===== config.mk =====
export PLATFORM = sky130hd
export DESIGN_NAME = serial_add_seq_flat
export DESIGN_NICKNAME = d
export VERILOG_FILES = /design/src/rtl/serial_add_pkg.sv /design/src/rtl/serial_add_seq_if.sv /design/src/rtl/serial_add_bit.sv /design/src/rtl/serial_add_seq.sv /design/src/flat_wrapper.sv
export SDC_FILE = /design/constraint.sdc
export NUM_CORES = 1
export LEC_CHECK = 0
export BUFFER_PORTS_ARGS = -buffer_cell sky130_fd_sc_hd__buf_4
export CORE_MARGIN = 2
export CORE_UTILIZATION = 50
export DETAILED_ROUTE_END_ITERATION = 6
export PLACE_DENSITY_LB_ADDON = 0.08
export SETUP_SLACK_MARGIN = 0.1
export SLEW_MARGIN = 20
export SYNTH_ARGS = -nofsm -noshare
export SYNTH_HDL_FRONTEND = slang
export SYNTH_HIERARCHICAL = 1
export SYNTH_SLANG_ARGS = --single-unit

===== constraint.sdc =====
create_clock -name clk -period 1.6 [get_ports clk]
set_input_delay 0.32 -clock clk [delete_from_list [all_inputs] [get_ports clk]]
set_output_delay 0.32 -clock clk [all_outputs]
set_load 0.01 [all_outputs]

===== src/rtl/serial_add_pkg.sv =====
// Shared types and bit-level arithmetic helpers for the serial adder controller.
package serial_add_pkg;

   localparam int unsigned DEFAULT_WIDTH = 4;

   typedef enum logic [1:0] {
      IDLE  = 2'd0,
      SHIFT = 2'd1,
      DONE  = 2'd2
   } state_t;

   // Carry out of a full adder: majority of the three inputs.
   function automatic logic maj(input logic x, input logic y, input logic z);
      return (x & y) | (x & z) | (y & z);
   endfunction

   // Sum bit of a full adder.
   function automatic logic fa_sum(input logic x, input logic y, input logic z);
      return x ^ y ^ z;
   endfunction

endpackage


===== src/rtl/serial_add_seq_if.sv =====
// Operand request and result response handshakes between requester and controller.
interface serial_add_seq_if import serial_add_pkg::*; #(
   parameter int unsigned WIDTH = DEFAULT_WIDTH
) ();

   logic             req_valid;
   logic             req_ready;
   logic [WIDTH-1:0] a_in;
   logic [WIDTH-1:0] b_in;
   logic             resp_valid;
   logic             resp_ready;
   logic [WIDTH-1:0] sum_out;
   logic             cout_out;

   modport master (
      output req_valid, a_in, b_in, resp_ready,
      input  req_ready, resp_valid, sum_out, cout_out
   );

   modport slave (
      input  req_valid, a_in, b_in, resp_ready,
      output req_ready, resp_valid, sum_out, cout_out
   );

endinterface


===== src/rtl/serial_add_bit.sv =====
// One-bit full adder with its carry flip-flop; carry is cleared at operand load.
module serial_add_bit import serial_add_pkg::*; (
   input  logic clk,
   input  logic rstn,
   input  logic clr,
   input  logic en,
   input  logic x,
   input  logic y,
   output logic s,
   output logic cin
);

   assign s = fa_sum(x, y, cin);

   // Carry register: cleared on reset or load, advanced on each shift.
   always_ff @(posedge clk) begin
      if (!rstn) begin
         cin <= 1'b0;
      end else if (clr) begin
         cin <= 1'b0;
      end else if (en) begin
         cin <= maj(x, y, cin);
      end
   end

endmodule


===== src/rtl/serial_add_seq.sv =====
// Sequencer for the bit-serial adder: load operands, shift WIDTH times LSB first,
// then hold the parallel sum and carry-out until the consumer takes them.
module serial_add_seq import serial_add_pkg::*; #(
   parameter int unsigned WIDTH = DEFAULT_WIDTH
) (
   input  logic            clk,
   input  logic            rstn,
   serial_add_seq_if.slave bus,
   output logic            busy,
   output logic            se,
   output logic            ser_x,
   output logic            ser_y,
   output logic            ser_cin,
   output logic            ser_sum
);

   localparam int unsigned      CNT_W = $clog2(WIDTH);
   localparam logic [CNT_W-1:0] LAST  = CNT_W'(WIDTH - 1);

   state_t           state;
   logic [WIDTH-1:0] a_reg;
   logic [WIDTH-1:0] b_reg;
   logic [CNT_W-1:0] count;
   logic             carry;
   logic             s;
   logic             accept;
   logic             shifting;

   assign accept   = (state == IDLE) && bus.req_valid && bus.req_ready;
   assign shifting = (state == SHIFT);

   serial_add_bit u_bit (
      .clk  (clk),
      .rstn (rstn),
      .clr  (accept),
      .en   (shifting),
      .x    (a_reg[0]),
      .y    (b_reg[0]),
      .s    (s),
      .cin  (carry)
   );

   assign ser_x   = a_reg[0];
   assign ser_y   = b_reg[0];
   assign ser_cin = carry;
   assign ser_sum = s;

   // Controller state, shift registers, bit counter and registered handshake outputs.
   always_ff @(posedge clk) begin
      if (!rstn) begin
         state          <= IDLE;
         a_reg          <= '0;
         b_reg          <= '0;
         count          <= '0;
         bus.req_ready  <= 1'b1;
         bus.resp_valid <= 1'b0;
         bus.sum_out    <= '0;
         bus.cout_out   <= 1'b0;
         busy           <= 1'b0;
         se             <= 1'b0;
      end else begin
         case (state)
            IDLE: begin
               if (accept) begin
                  a_reg         <= bus.a_in;
                  b_reg         <= bus.b_in;
                  count         <= '0;
                  state         <= SHIFT;
                  bus.req_ready <= 1'b0;
                  busy          <= 1'b1;
                  se            <= 1'b1;
               end
            end
            SHIFT: begin
               a_reg <= {s, a_reg[WIDTH-1:1]};
               b_reg <= {1'b0, b_reg[WIDTH-1:1]};
               count <= count + CNT_W'(1);
               if (count == LAST) begin
                  state          <= DONE;
                  se             <= 1'b0;
                  bus.resp_valid <= 1'b1;
                  bus.sum_out    <= {s, a_reg[WIDTH-1:1]};
                  bus.cout_out   <= maj(a_reg[0], b_reg[0], carry);
               end
            end
            DONE: begin
               if (bus.resp_ready) begin
                  state          <= IDLE;
                  bus.resp_valid <= 1'b0;
                  bus.sum_out    <= '0;
                  bus.cout_out   <= 1'b0;
                  bus.req_ready  <= 1'b1;
                  busy           <= 1'b0;
               end
            end
            default: begin
               state          <= IDLE;
               bus.req_ready  <= 1'b1;
               bus.resp_valid <= 1'b0;
               bus.sum_out    <= '0;
               bus.cout_out   <= 1'b0;
               busy           <= 1'b0;
               se             <= 1'b0;
            end
         endcase
      end
   end

endmodule


===== src/flat_wrapper.sv =====
// flat-port wrapper written by rule: the top's interface ports become plain ports
module serial_add_seq_flat import serial_add_pkg::*;
#(
   parameter int unsigned WIDTH = DEFAULT_WIDTH
)
  (clk, rstn, busy, se, ser_x, ser_y, ser_cin, ser_sum, bus_req_valid, bus_a_in, bus_b_in, bus_resp_ready, bus_req_ready, bus_resp_valid, bus_sum_out, bus_cout_out);
  serial_add_seq_if #(.WIDTH(WIDTH)) bus_i ();
  input  logic clk;
  input  logic rstn;
  output logic busy;
  output logic se;
  output logic ser_x;
  output logic ser_y;
  output logic ser_cin;
  output logic ser_sum;
  input wire logic [$bits(bus_i.req_valid)-1:0] bus_req_valid;
  input wire logic [$bits(bus_i.a_in)-1:0] bus_a_in;
  input wire logic [$bits(bus_i.b_in)-1:0] bus_b_in;
  input wire logic [$bits(bus_i.resp_ready)-1:0] bus_resp_ready;
  output wire logic [$bits(bus_i.req_ready)-1:0] bus_req_ready;
  output wire logic [$bits(bus_i.resp_valid)-1:0] bus_resp_valid;
  output wire logic [$bits(bus_i.sum_out)-1:0] bus_sum_out;
  output wire logic [$bits(bus_i.cout_out)-1:0] bus_cout_out;
  assign bus_i.req_valid = bus_req_valid;
  assign bus_i.a_in = bus_a_in;
  assign bus_i.b_in = bus_b_in;
  assign bus_i.resp_ready = bus_resp_ready;
  assign bus_req_ready = bus_i.req_ready;
  assign bus_resp_valid = bus_i.resp_valid;
  assign bus_sum_out = bus_i.sum_out;
  assign bus_cout_out = bus_i.cout_out;
  serial_add_seq #(.WIDTH(WIDTH)) u_core (.clk(clk), .rstn(rstn), .bus(bus_i), .busy(busy), .se(se), .ser_x(ser_x), .ser_y(ser_y), .ser_cin(ser_cin), .ser_sum(ser_sum));
endmodule

Word level (Yosys, flattened, before mapping)
Index checks and enable logic that the tools add are counted.
{ "word_totals": {"word_cells": 64, "mem_bits_ro": 0, "inputBits": 12, "output_inout_bits": 13, "register_bits": 22, "ram_bits": 0, "n_memories": 0, "latch_bits": 0} }
{ "classes": {"n_addsub": 1, "n_reduce_logical": 10, "shift": 0, "eq_ne": 6, "bitwise_logic": 11, "mul": 0, "div": 0, "magnitude_cmp": 0, "muxes": 25} }
{ "ops": {"columns": ["op", "count"], "rows": [
  ["4-bit two-way mux", 4],
  ["4-bit case mux with 2 select lines", 2],
  ["1-bit case mux with 3 select lines", 5],
  ["4-bit case mux with 3 select lines", 1],
  ["3-bit AND reduction", 4],
  ["2-bit two-way mux", 4],
  ["1-bit two-way mux", 7],
  ["2-bit case mux with 3 select lines", 1],
  ["2-bit == test (second input constant)", 2],
  ["2-bit inequality test (second input constant)", 2],
  ["1-bit inverter", 4],
  ["2-bit case mux with 2 select lines", 1],
  ["1-bit AND", 3],
  ["2-bit by 1-bit adder with 2-bit output (second input constant)", 1],
  ["2-bit by 1-bit == test with 1-bit output (second input constant)", 1],
  ["1-bit logical AND", 2],
  ["2-bit logical NOT", 1],
  ["2-bit by 1-bit inequality test with 1-bit output (second input constant)", 1],
  ["1-bit OR", 2],
  ["2-bit AND reduction", 1],
  ["2-bit nonzero test", 1],
  ["2-bit OR reduction", 1],
  ["1-bit XOR", 2]
]} }

Depth between registers and ports, before layout
{ "depth": {"word_depth": 5, "ltp_mapped": 4, "ltp_nobuf": 4} }

By module
The synthesis kept the hierarchy.
{ "by_module_without_submodules": {"columns": ["mod", "area_per_inst_um2", "cells_each", "instances", "seq_area_each_um2"], "rows": [
  ["serial_add_seq", 933.4, 100, 1, 420.4],
  ["serial_add_bit", 62.6, 4, 1, 20.0]
]} }

Least setup slack after synthesis
Ideal clock, no wire load.
{ "synth_path": {"path_type": "flip-flop to flip-flop", "from": "register u_core.a_reg[0]", "to": "register u_core.a_reg[3]", "path_buffers": 0, "t_required_ns": 1.478, "path_slack_ns": 0.283, "setup_ns": 0.122, "period_less_slack_ns": 1.317, "t_arrival_ns": 1.195, "stages_incl_launch_ff": 4, "path_cell_list": "dfxtp_1 -> fa_1 -> o221ai_1 -> a21oi_1"} }
{ "synth_between": {"elab_chain_len": 3} }
{ "synth_rtl": {"columns": ["element", "line_no", "rtl"], "rows": [
  ["start, declared", "serial_add_seq.sv:21", "logic [WIDTH-1:0] a_reg;"],
  ["start signal, assigned", "serial_add_seq.sv:65", "a_reg <= bus.a_in;"],
  ["start signal, assigned", "serial_add_seq.sv:75", "a_reg <= {s, a_reg[WIDTH-1:1]};"],
  ["1-bit XOR (2 in series)", "serial_add_pkg.sv:19", "return x ^ y ^ z;"],
  ["via ser_sum", "flat_wrapper.sv:15", "output logic ser_sum;"],
  ["4-bit case mux with 2 select lines", "serial_add_seq.sv:62", "case (state)"]
]} }
The timed path passes the listed nets, and every way through them passes these cells.
A chain may end at the register's enable or synchronous reset.

Final worst setup path
{ "layout_path": {"from": "register u_core.a_reg[0]", "to": "output port ser_sum"} }
{ "layout_between": {"elab_chain_len": 2} }
{ "layout_rtl": {"columns": ["element", "line_no"], "rows": [
  ["1-bit XOR (2 in series)", "serial_add_pkg.sv:19"],
  ["end, declared", "flat_wrapper.sv:15"]
]} }
No other way between the ends.

==> flow_summary_export.csv <==
group,metric,value,unit
critical_path,critPathLaunchType,"flip-flop",
floorplanning,initial_utilization,51.82,%
cts,postCtsHoldBufs,0,
yosys,syn_nets,118,
yosys,yosysTopAreaCell,"dfxtp_1",
critical_path,endpoint_kind,"output port",
final_layout,stdcell_area,0.001280,mm2
run,maxCapViolations,0,
drt,vias_per_cell,5.269,
drt,drt_iter0_drc,10,
yosys,synthesis.area,996.0,um2
timing,rsz0062_at_grt,"true",
timing,worst_pin_slew,359.9,ps
drt,wl_met1,1.008,mm
critical_path,critPathArrivalTime,1350,ps
yosys,synth_seq_cells,22,
cts,clkLatencyLatePin,310,ps
yosys,synth-simple-area-share,20.85,%
timing,finalMaxSlewViolations,0,
yosys,ys_warn_count,6,
pwr,p_per_area,967.6,mW/mm2
timing,whs,227.7,ps
final_layout,area_growth,28.52,%
critical_path,crit_buf_inv,1,
critical_path,cp_slowest_cell,"fa_1",
timing,layout_setup_ws,-67.00,ps
global_route,grt_overflow,0,
floorplanning,die_h,48.63,um
cts,clk_path_buf_depth,2,
drt,wl_met2,955,um
timing,hold_violations,0,
floorplanning,dieArea,0.002365,mm2
placed_design,io_buffer_count,24,
critical_path,worstPathMaxFanout,2,
final_layout,num_antenna_cells,0,
global_route,antenna_found_initial,0,
global_route,grt_max_degree,22,
yosys,synth_area_leaders,"dfxtp_1, a21oi_1, mux2_2",
critical_path,slowest_delay,550,ps
yosys,synth_edf_count,0,
yosys,synthMostInstantiatedCell,"dfxtp_1",
floorplanning,core-area,0.001922,mm2
yosys,synthAdderAreaFrac,3.266,%
placed_design,post-place-ws,202.8,ps
final_layout,drive_above_1_share,36.84,%
timing,max_slew_margin,75.82,%
global_route,grt_pass1_wl,3.546,mm
yosys,synth_compound_area_share,20.48,%
yosys,synth_top_family_by_area,"simple AND/OR/NAND/NOR gates",
yosys,synth_common_cells,"dfxtp_1, a21oi_1, inv_1",
floorplanning,die_x,48.63,um
drt,vias,843,
cts,tritoncts,"built",
drt,highest_layer,"met4",
pwr,power,1.239,mW
cts,cts_root_buffer,"clkbuf_4",
min_path,hold_path.class,"primary input to flip-flop",
pwr,p_leak,0.5583,nW
yosys,async_flop_share,0,%
cts,cts_sinks,22,
final_layout,fillers,169,
yosys,seq_area_frac_synth,44.22,%
yosys,postSynthCellCount,104,
global_route,grt_pass1_vias,783,
drt,wl_per_cell,12.86,um
yosys,ys_types,35,
final_layout,final_nets,148,
yosys,ys.flop_type,"dfxtp_1",
floorplanning,ios,25,
placed_design,dp_hpwl,1.508,mm
timing,skew,3.160,ps
floorplanning,num_rows,16,
timing,period_minus_slack,1667,ps
timing,finalSetupViolations,1,
critical_path,critPathTopFamily,"adder cells",
yosys,yosys.area.top_type_share,44.22,%
drt,ant_nets,0,
timing,fmax,0.5999,GHz
placed_design,placed_area,0.001206,mm2
drt,drc,0,
pwr,ir_drop,0.0005805,V
outcome,violations,"setup timing",
yosys,synthMuxAreaShare,5.528,%
cts,htreeDepth,1,
placed_design,gp_congestion,0.7573,
drt,first_pass_iters,4,
critical_path,crit_chain,"fa_1 > buf_4",
critical_path,crit_type,"flip-flop to output port",
yosys,synthXorXnorAreaFrac,0,%
cts,cts_made_buffers,3,
yosys,syn_area_per_cell,9.576,um2
outcome,outcome,"complete, but fails checks",
drt,routed-wl-met3,80,um
global_route,grtUsageTotal,19.13,%
cts,clkTransAtPathRegs,120,ps
drt,routed_wirelength,2.057,mm
timing,layout_worst_path_cycle_share,104.2,%
critical_path,required,1280,ps
## worst register-to-register path, cell delays in order (launching register included)
cell      delay, ps
dfxtp_1         520
nand2b_4        230
inv_2            80
and3_1          200
mux2_2          260
## cell families after synthesis
family | Yosys count
simple gates | 33
compound gates | 30
flops | 22
buf+inv | 12
mux | 5
fa+ha+maj | 2
## routing by layer
layer / vias to the layer above / GRT usage [%]
met1: 397 / 26.04
met3: 2 / 5.247
met5: - / 0
met4: 0 / 5.714
met2: 14 / 29.68
li1: 430 / -
## repair_timing
item,in CTS,in global routing
resized for setup,3,1
setup buffers,2,0
pin swaps,1,0
setup endpoints to repair,1,1
## through the flow
step	utilization, %	instances	TNS, ps
after floorplan	-	104	0
after global placement	62.76	154	0
after detailed placement	62.76	154	0
after CTS	66.54	160	-78.58
after global routing	66.60	160	-115.0
final	66.60	160	-67.00
## worst paths after layout
kind | start | to | slack [ps] | cells after the start
setup / recovery | u_core/a_reg[0]$_SDFFE_PN0P_ | ser_sum | -70 | 2
setup reg to reg | u_core/state[1]$_SDFFE_PN0P_ | u_core/bus.sum_out[1]$_SDFFE_PN0P_ | 200 | 4
hold reg to reg | u_core/b_reg[2]$_SDFFE_PN0P_ | u_core/b_reg[2]$_SDFFE_PN0P_ | 460 | 2
hold / removal | bus_a_in[1] | u_core/a_reg[1]$_SDFFE_PN0P_ | 230 | 2
## cell type report
class | count | area, um2 | area share [%]
clock buffer | 3 | 22.52 | 1.760
clock inverter | 1 | 30.03 | 2.346
inverter | 8 | 30.03 | 2.346
multi-input combinational | 70 | 499.2 | 39.00
sequential | 22 | 446.7 | 34.90
tap | 27 | 33.78 | 2.639
timing repair buffer | 29 | 217.7 | 17.01
## layout by cell type (no fill, tap or decap), types with 4 or more instances in the layout
| cell type | count |
|---|---|
| inv_1 | 7 |
| nor2_1 | 5 |
| dfxtp_1 | 19 |
| mux2_2 | 4 |
| buf_4 | 29 |
| o221ai_1 | 4 |
| o21ai_0 | 6 |
| a21oi_1 | 11 |
| nand2_1 | 4 |
## report_power, final
part	leakage (nW)	internal (mW)	total, mW	switching (mW)
Sequential	0.182	0.584	0.613	0.0287
Clock	0.0279	0.253	0.424	0.171
Combinational	0.349	0.104	0.201	0.0977
Total	0.558	0.941	1.24	0.297
(Power assumes the default switching activity.)
